[src/rtl/fetch_pkg.sv]
// fetch_pkg: shared types and constants for the instruction fetch unit.
package fetch_pkg;

  // One fetch packet is a naturally aligned 16-byte line of four instructions.
  localparam int PKT_W  = 128;
  localparam int INSN_W = 32;
  localparam int SLOTS  = PKT_W / INSN_W;

  // ADDI x0, x0, 0 -- the canonical RISC-V NOP.
  localparam logic [INSN_W-1:0] DEFAULT_NOP_INSN = 32'h0000_0013;

  typedef logic [PKT_W-1:0] pkt_t;

  // IDLE  : one-cycle settle after reset
  // REQ   : presenting a line request to instruction memory
  // WAIT  : request accepted, waiting for its response
  // HOLD  : packet captured, waiting for room in the FIFO
  // DRAIN : a redirect made the in-flight response stale; swallow it
  typedef enum logic [2:0] {
    IDLE,
    REQ,
    WAIT,
    HOLD,
    DRAIN
  } fetch_state_e;

endpackage

[src/rtl/fetch_slot_mask.sv]
// fetch_slot_mask: replaces the instruction slots that lie before the fetch
// PC within a line by NOP_INSN, so a jump into the middle of a line does not
// execute the instructions that precede the target.
module fetch_slot_mask
  import fetch_pkg::*;
#(
  parameter logic [INSN_W-1:0] NOP_INSN = DEFAULT_NOP_INSN
) (
  input  logic [PKT_W-1:0] data,
  input  logic [1:0]       offset,
  output logic [PKT_W-1:0] masked
);

  // Slot i keeps its word when i >= offset, otherwise it becomes a NOP.
  always_comb begin
    masked = data;
    for (int i = 0; i < SLOTS; i++) begin
      if (i < int'(offset)) begin
        masked[i*INSN_W +: INSN_W] = NOP_INSN;
      end
    end
  end

endmodule

[src/rtl/fetch_unit.sv]
// fetch_unit: fetches one 16-byte line (four instructions) at a time from
// instruction memory and pushes it into the downstream instruction FIFO.
// At most one memory request is in flight. A redirect wins over everything
// else: it reloads the PC and throws away any packet or response that belongs
// to the old instruction stream.
module fetch_unit
  import fetch_pkg::*;
#(
  parameter logic [31:0] RESET_PC = 32'h0000_0000,
  parameter logic [31:0] NOP_INSN = DEFAULT_NOP_INSN
) (
  input  logic             clk,
  input  logic             rst_n,
  input  logic             redirect_valid,
  input  logic [31:0]      redirect_pc,
  output logic             imem_req_valid,
  input  logic             imem_req_ready,
  output logic [31:0]      imem_req_addr,
  input  logic             imem_resp_valid,
  input  logic [PKT_W-1:0] imem_resp_data,
  output logic             fifo_write,
  output logic [PKT_W-1:0] fifo_data,
  input  logic             fifo_full
);

  fetch_state_e state;
  fetch_state_e state_next;

  // Instructions are word aligned, so only the word address is stored.
  logic [31:2] pc;
  pkt_t        pkt_q;
  pkt_t        resp_masked;
  logic        capture;

  // The byte offset of a redirect target carries no information for
  // 32-bit instructions and is dropped.
  logic unused_redirect_bits;
  assign unused_redirect_bits = ^redirect_pc[1:0];

  fetch_slot_mask #(
    .NOP_INSN (NOP_INSN)
  ) u_slot_mask (
    .data   (imem_resp_data),
    .offset (pc[3:2]),
    .masked (resp_masked)
  );

  // ---------------------------------------------------------------------
  // FSM
  // ---------------------------------------------------------------------

  // State register.
  always_ff @(posedge clk or negedge rst_n) begin
    // NOTE: sequential state is written with non-blocking assignments so every
    // register in the design samples the values from before the clock edge.
    if (!rst_n) begin
      state <= IDLE;
    end else begin
      state <= state_next;
    end
  end

  // Next-state logic; redirect is checked first in every state.
  always_comb begin
    // NOTE: state_next gets a default before the case so every path assigns
    // it; a path that leaves it unassigned would infer a latch.
    state_next = state;
    case (state)
      IDLE: begin
        state_next = REQ;
      end
      REQ: begin
        if (redirect_valid) begin
          state_next = REQ;
        end else if (imem_req_ready) begin
          state_next = WAIT;
        end
      end
      WAIT: begin
        if (redirect_valid) begin
          // A response arriving together with the redirect is already stale
          // and is consumed here; otherwise it is still on its way.
          state_next = imem_resp_valid ? REQ : DRAIN;
        end else if (imem_resp_valid) begin
          state_next = HOLD;
        end
      end
      HOLD: begin
        if (redirect_valid || !fifo_full) begin
          state_next = REQ;
        end
      end
      DRAIN: begin
        // Further redirects only move the PC. Once the stale response has
        // been swallowed nothing is left in flight, so a redirect in that
        // same cycle cannot hold the FSM here.
        if (imem_resp_valid) begin
          state_next = REQ;
        end
      end
      default: begin
        state_next = IDLE;
      end
    endcase
  end

  // Output decode; redirect suppresses both the request and the push.
  always_comb begin
    imem_req_valid = 1'b0;
    fifo_write     = 1'b0;
    case (state)
      REQ:     imem_req_valid = !redirect_valid;
      HOLD:    fifo_write     = !fifo_full && !redirect_valid;
      default: ;
    endcase
  end

  assign imem_req_addr = {pc[31:4], 4'h0};
  assign fifo_data     = pkt_q;

  // Only a response that belongs to the current stream is kept.
  assign capture = (state == WAIT) && imem_resp_valid && !redirect_valid;

  // ---------------------------------------------------------------------
  // Datapath
  // ---------------------------------------------------------------------

  // PC: redirect target, else the next line once the packet is pushed.
  always_ff @(posedge clk or negedge rst_n) begin
    if (!rst_n) begin
      pc <= RESET_PC[31:2];
    end else if (redirect_valid) begin
      pc <= redirect_pc[31:2];
    end else if (fifo_write) begin
      // Line address wraps modulo 2^32.
      pc <= {pc[31:4] + 28'd1, 2'b00};
    end
  end

  // Packet register: captures the masked response, holds it under back-pressure.
  always_ff @(posedge clk or negedge rst_n) begin
    // NOTE: this wide data register is reset because fifo_data must read as
    // zero while reset is asserted; pure datapath storage normally is not.
    if (!rst_n) begin
      pkt_q <= '0;
    end else if (capture) begin
      pkt_q <= resp_masked;
    end
  end

  // ---------------------------------------------------------------------
  // Protocol properties
  // ---------------------------------------------------------------------

  // An accepted request is always followed by waiting for its response, so
  // a second request can never be issued while one is outstanding.
  a_req_then_wait : assert property (@(posedge clk) disable iff (!rst_n)
    (imem_req_valid && imem_req_ready) |=> (state == WAIT));

  // The FIFO is never written while it reports full.
  a_push_not_full : assert property (@(posedge clk) disable iff (!rst_n)
    fifo_write |-> !fifo_full);

  // A push always returns the FSM to requesting the next line.
  a_push_then_req : assert property (@(posedge clk) disable iff (!rst_n)
    fifo_write |=> (state == REQ));

endmodule

[config.mk]
export PLATFORM = sky130hd
export DESIGN_NAME = fetch_unit
export DESIGN_NICKNAME = d
export VERILOG_FILES = /design/src/rtl/fetch_pkg.sv /design/src/rtl/fetch_slot_mask.sv /design/src/rtl/fetch_unit.sv
export SDC_FILE = /design/constraint.sdc
export NUM_CORES = 1
export LEC_CHECK = 0
export CORE_AREA = 5 5 125 127
export DETAILED_ROUTE_END_ITERATION = 8
export DIE_AREA = 0 0 130 132
export DONT_BUFFER_PORTS = 1
export PLACE_DENSITY = 0.78
export SYNTH_ARGS = -nofsm -noshare
export SYNTH_HDL_FRONTEND = slang
export SYNTH_SLANG_ARGS = --single-unit
export TNS_END_PERCENT = 5
[constraint.sdc]
create_clock -name clk -period 1.6 [get_ports clk]
set_input_delay 0.4 -clock clk [delete_from_list [all_inputs] [get_ports clk]]
set_output_delay 0.4 -clock clk [all_outputs]
set_load 0.005 [all_outputs]
==> impl_metrics.toml, run 1 <==
[floorplanning]
core_um2 = 14310
num_rows = 44
initial_utilization_pct = 50.62
chipWidth_um = 130
io_pins = 328
die_area_um2 = 17160
die_y_um = 132

[setup_path]
cp_max_fo = 19
worstSetupPathType = "flop to flop"
cp.required_ns = 1.91
startpoint_type = "flop"
end_kind = "flop"
worstPathArrival_ns = 2.03

[synthesis]
synth_compound_area_share_pct = 11.52
yosys_warnings = 0
synth_top_cell_area_share_pct = 55.60
synthesis.area_um2 = 7246
synth_ff_type = "dfrtp_1"
syn_inst = 749
ys_async_sr_fraction_pct = 100.0
synth_mux_area_share_pct = 5.250
synth_xor_area_share_pct = 1.451
ys_top_cells_by_area = "dfrtp_1 56%, nand2_1 9.9%, o21ai_0 8.2%"
yosys.area_share.adder_pct = 0.1727
yosysTopAreaCell = "dfrtp_1"
ys_ff_latch = 161
avgSynthCellArea_um2 = 9.674
yosys.area_share.simple_pct = 19.75
synth_cell_types = 47
seq_area_frac_synth_pct = 55.60
synth-edff-count = 0
synth_top_family_by_area = "simple AND/OR/NAND/NOR gates"

[timing]
fin_tns_setup_ns = -3.493
fin_crit_sh_pct = 107.3
hold_ws_ns = -0.3356
fin_ws_ns = -0.1170
fmax_mhz = 582.4
rsz0062_at_grt = "true"
finalCriticalPeriod_ns = 1.717
slew_viol_final = 0
finClkSkew_ns = 0.01642
finalHoldViolations = 161
setup_viol = 66

[layout]
final_cells = 969
nets = 938
areaGrowthSynthToFinish_pct = 19.32
drive_gt1_share_pct = 22.83
fill_cells = 1167
fin_util_pct = 60.40
final_common_cell = "nand2_1"
final_cell_mix = "191 x nand2_1, 159 x dfrtp_1, 74 x o21ai_0"

[min_path]
hp-class = "input port to asynchronous set/reset pin"

[clock_network]
cts_max_level = 4
cts_tree = "done"
clk_latency_ns = 0.43
cts_root_buf = "clkbuf_16"
cts_buffer_depth = 2
numCtsBuffers = 17
cts.clk_slew.worst_paths_ns = 0.07
clock-sinks = 161

[place]
place.port_buffers = 0
dp_cells = 923
dp_hpwl_um = 14880
gp_congestion = 0.8618

[power]
power.leakage_nw = 3.990
powerDensity_nw_per_um2 = 1249
ir_drop_uv = 629.2

[global_routing]
grt_pass1_vias = 5641
grt_pass1_wl_um = 31520
grt.total_usage_pct = 23.72
gr-total-overflow = 0
grt_max_degree = 162
antenna_found_initial = 1

[status]
status = "complete, but fails checks"
violations = "negative hold slack, negative setup slack"

[routing]
dr_wl_met2_um = 10520
route.detailed.drc = 0
drt_pass1_iterations = 7
first_iter_violations = 343
wl_um = 20730
top_layer = "met5"
wl_per_cell_um = 21.40
ant_nets = 0
wl_met3_um = 2240
via_per_inst = 5.747
wl_met1_um = 7413
vias = 5569

[flow_run]
drv_cap = 0
-- path summary, 6_finish.rpt --
kind / startpoint / end / slack, ns / cells after the start
setup / recovery: state[2] / fifo_data[119] / -0.12 / 6
hold / removal: rst_n / fifo_data[115] / -0.34 / 0
setup reg to reg: state[2] / fifo_data[119] / -0.12 / 6
hold reg to reg: fifo_data[61] / fifo_data[61] / 0.51 / 2
max in group asynchronous: rst_n / fifo_data[54] / 1.72 / 0
min in group clk: imem_resp_valid / state[2] / 0.04 / 1
-- per-stage QoR --
stage,instance area [um2],setup slack (ns),total power (W)
detailed placement,7660,-0.09484,0.006727
floorplan,7264,-0.03782,0.006228
CTS,8524,-0.1666,0.01085
finish,8646,-0.1170,0.01080
global placement,7660,-0.05181,0.006610
global route,8643,-0.1983,0.01132
-- metal layers --
metal | vias up | GRT usage (%)
met3 | 48 | 9.360
met2 | 290 | 40.20
met4 | 2 | 8.487
li1 | 2546 | -
met1 | 2683 | 27.00
met5 | - | 0
-- report_power, final --
part / internal [W] / leakage (nW) / total, W / switching [W]
sequential: 0.00479 / 2.12 / 0.00547 / 0.000684
clock: 0.00222 / 0.280 / 0.00405 / 0.00183
combinational: 0.000641 / 1.59 / 0.00128 / 0.000641
-- sequential cells by signal, summed over array words and instances (netlist names) --
signal     count
pc            30
fifo_data    128
state          3
-- what timing repair did --
item,in CTS,in global routing
setup buffers,5,4
endpoints found under the setup margin,101,157
resized for setup,47,43
gates cloned,4,0
endpoints found under the hold margin,161,161
pin swaps,5,5
-- cell usage after synthesis (all sizes together) (2+ instances only) --
cell / instances
a21oi: 11
a221o: 4
a22oi: 3
a32oi: 2
buf: 45
clkbuf: 32
clkinv: 2
dfrtp: 161
inv: 4
mux2: 32
mux2i: 2
nand2: 191
nand2b: 31
nand3: 21
nand4: 9
nor2: 23
nor2b: 3
nor3: 11
nor4: 6
o211ai: 4
o21ai: 118
o311ai: 5
or3: 4
xnor2: 2
xor2: 10
-- cell families (layout without fill, tap and decap cells) --
group	count (synthesis)	in the layout
flops	161	161
mux	34	34
fa+ha+maj	1	1
buf+inv	83	115
other cells	1	5
simple gates	306	306
compound gates	151	151
xor+xnor	12	12
-- critical path, cell delays in order, from the launching register on --
cell	delay [ns]
dfrtp_2	0.45
buf_4	0.18
nor2b_4	0.14
nand4_4	0.10
buf_12	0.17
bufbuf_16	0.30
mux2_2	0.27
-- area by class of cell --
type	instances	area [um2]	area share, %
Inverter	6	30.03	0.3473
Multi-Input combinational cell	508	2948	34.10
Clock buffer	17	425.4	4.920
Tap cell	184	230.2	2.663
Antenna cell	1	2.502	0.02894
Sequential cell	161	4031	46.63
Timing Repair Buffer	77	814.5	9.421
Clock inverter	15	163.9	1.896
Power figures use the tool's default switching activity.
==> run 2: changes to the inputs <==
--- a/config.mk
+++ b/config.mk
@@ -10,6 +10,7 @@
 export DIE_AREA = 0 0 130 132
 export DONT_BUFFER_PORTS = 1
 export PLACE_DENSITY = 0.78
+export RECOVER_POWER = 50
 export SYNTH_ARGS = -nofsm -noshare
 export SYNTH_HDL_FRONTEND = slang
 export SYNTH_SLANG_ARGS = --single-unit
==> run 2 against run 1 <==
  * Global-route usage stayed put
  * Critical path depth did not move
  * Sequential share of layout area about the same
  * Register-to-register slack about the same
  * Clock power about the same
  * The run still ends with negative hold slack, negative setup slack left
  * Combinational power hardly changed
  * First-iteration DRC count fell by 3.5%
  * Count of clock-buffer cells in the layout unchanged
  * Via count down 0.13%
  * Utilization down 0.052 points
  * Largest power group unchanged
  * Die area did not move
==> impl_metrics.toml, run 2 (same netlist as run 1, synthesis figures left out) <==
[timing]
setup_viol = 67
fmax_mhz = 584.6
finalHoldViolations = 161
fin_tns_setup_ns = -3.361
rsz0062_at_grt = "true"
finalCriticalPeriod_ns = 1.711
fin_ws_ns = -0.1106
fin_crit_sh_pct = 106.9
hold_ws_ns = -0.3341
slew_viol_final = 0
finClkSkew_ns = 0.01180

[clock_network]
clock-sinks = 161
clk_latency_ns = 0.43
cts_max_level = 4
cts_tree = "done"
cts.clk_slew.worst_paths_ns = 0.07
cts_buffer_depth = 2
cts_root_buf = "clkbuf_16"
numCtsBuffers = 17

[floorplanning]
num_rows = 44
initial_utilization_pct = 50.62
io_pins = 328
die_y_um = 132
chipWidth_um = 130
core_um2 = 14310
die_area_um2 = 17160

[setup_path]
worstPathArrival_ns = 2.02
startpoint_type = "flop"
worstSetupPathType = "flop to flop"
cp_max_fo = 19
end_kind = "flop"
cp.required_ns = 1.91

[status]
violations = "negative hold slack, negative setup slack"
status = "complete, but fails checks"

[place]
place.port_buffers = 0
dpl_cell_area_um2 = 7660
dp_hpwl_um = 14880
gp_congestion = 0.8618
dp_slack_ns = -0.09484

[global_routing]
use_met1_pct = 27.00
grt_max_degree = 162
grt_pass1_vias = 5641
grt_pass1_wl_um = 31520
top_usage_layer = "met2"
antenna_found_initial = 1
grt.total_usage_pct = 23.72
grt_use_met2_pct = 40.20
use_met3_pct = 9.360
gr-total-overflow = 0

[routing]
via_per_inst = 5.740
first_iter_violations = 331
wl_per_cell_um = 21.45
vias = 5562
drt_pass1_iterations = 5
route.detailed.drc = 0
wl_um = 20790
ant_nets = 0

[layout]
drive_gt1_share_pct = 22.58
areaGrowthSynthToFinish_pct = 19.22
final_cell_mix = "191 x nand2_1, 159 x dfrtp_1, 74 x o21ai_0"
final_common_cell = "nand2_1"
post-route-cell-area_um2 = 8638
nets = 938
largest_register_ffs = 128

[power]
power.leakage_nw = 3.983
powerDensity_nw_per_um2 = 1250
ir_drop_uv = 628.9

[flow_run]
drv_cap = 0

[min_path]
hp-class = "input port to asynchronous set/reset pin"
-- run 2: changes by cell type in the layout (fill, tap and decap cells not counted), sizes merged --
cell    before  now
clkbuf      17   19
buf         75   73
-- run 2: worst paths after layout --
kind                                  from              to  slack [ns]  depth (start not counted)
setup / recovery                  state[2]  fifo_data[116]       -0.11                          6
min in group clk           imem_resp_valid        state[2]        0.04                          1
hold / removal                       rst_n  fifo_data[115]       -0.33                          0
hold reg to reg              fifo_data[61]   fifo_data[61]        0.51                          2
setup reg to reg                  state[2]  fifo_data[116]       -0.11                          6
max in group asynchronous            rst_n   fifo_data[54]        1.72                          0
-- run 2: worst max-delay path, cell delays in order (launching register included) --
cell       delay, ns
dfrtp_2         0.45
buf_4           0.17
nor2b_4         0.14
nand4_4         0.10
buf_12          0.17
bufbuf_16       0.30
mux2_2          0.27
-- run 2: layout make-up --
cell class,count,area [um2]
multi-input cells,508,2948
clock buffers,17,425.4
clock inverters,15,163.9
repair buffers,77,807.0
fillers,1169,5675
diodes,1,2.502
flip-flops and latches,161,4031
well taps,184,230.2
inverters,6,30.03
-- run 2: report_power, final --
part           internal, W  switching [W]
combinational     0.000637       0.000642
sequential         0.00479       0.000683
clock              0.00222        0.00183
total              0.00764        0.00316
-- run 2: metal layers --
layer	share of wire [%]	up-vias
met4	2.7	2
li1	-	2542
met1	36	2690
met3	11	45
met5	0.063	-
met2	51	283
-- run 2: stage by stage --
step           power [W]  instances  util, %
2_1_floorplan   0.006228        752        -
3_3_place_gp    0.006610        923    53.51
3_5_place_dp    0.006727        923    53.51
4_1_cts          0.01085        964    59.55
5_1_grt          0.01132        968    60.33
6_report         0.01080        969    60.35
-- run 2: what timing repair did --
| action | 4_1_cts | 5_1_grt |
|---|---|---|
| pin swaps | 5 | 5 |
| resized for setup | 47 | 43 |
| hold endpoints to repair | 161 | 161 |
| cloned | 4 | 0 |
| buffers inserted | 5 | 4 |
| endpoints found under the setup margin | 101 | 157 |
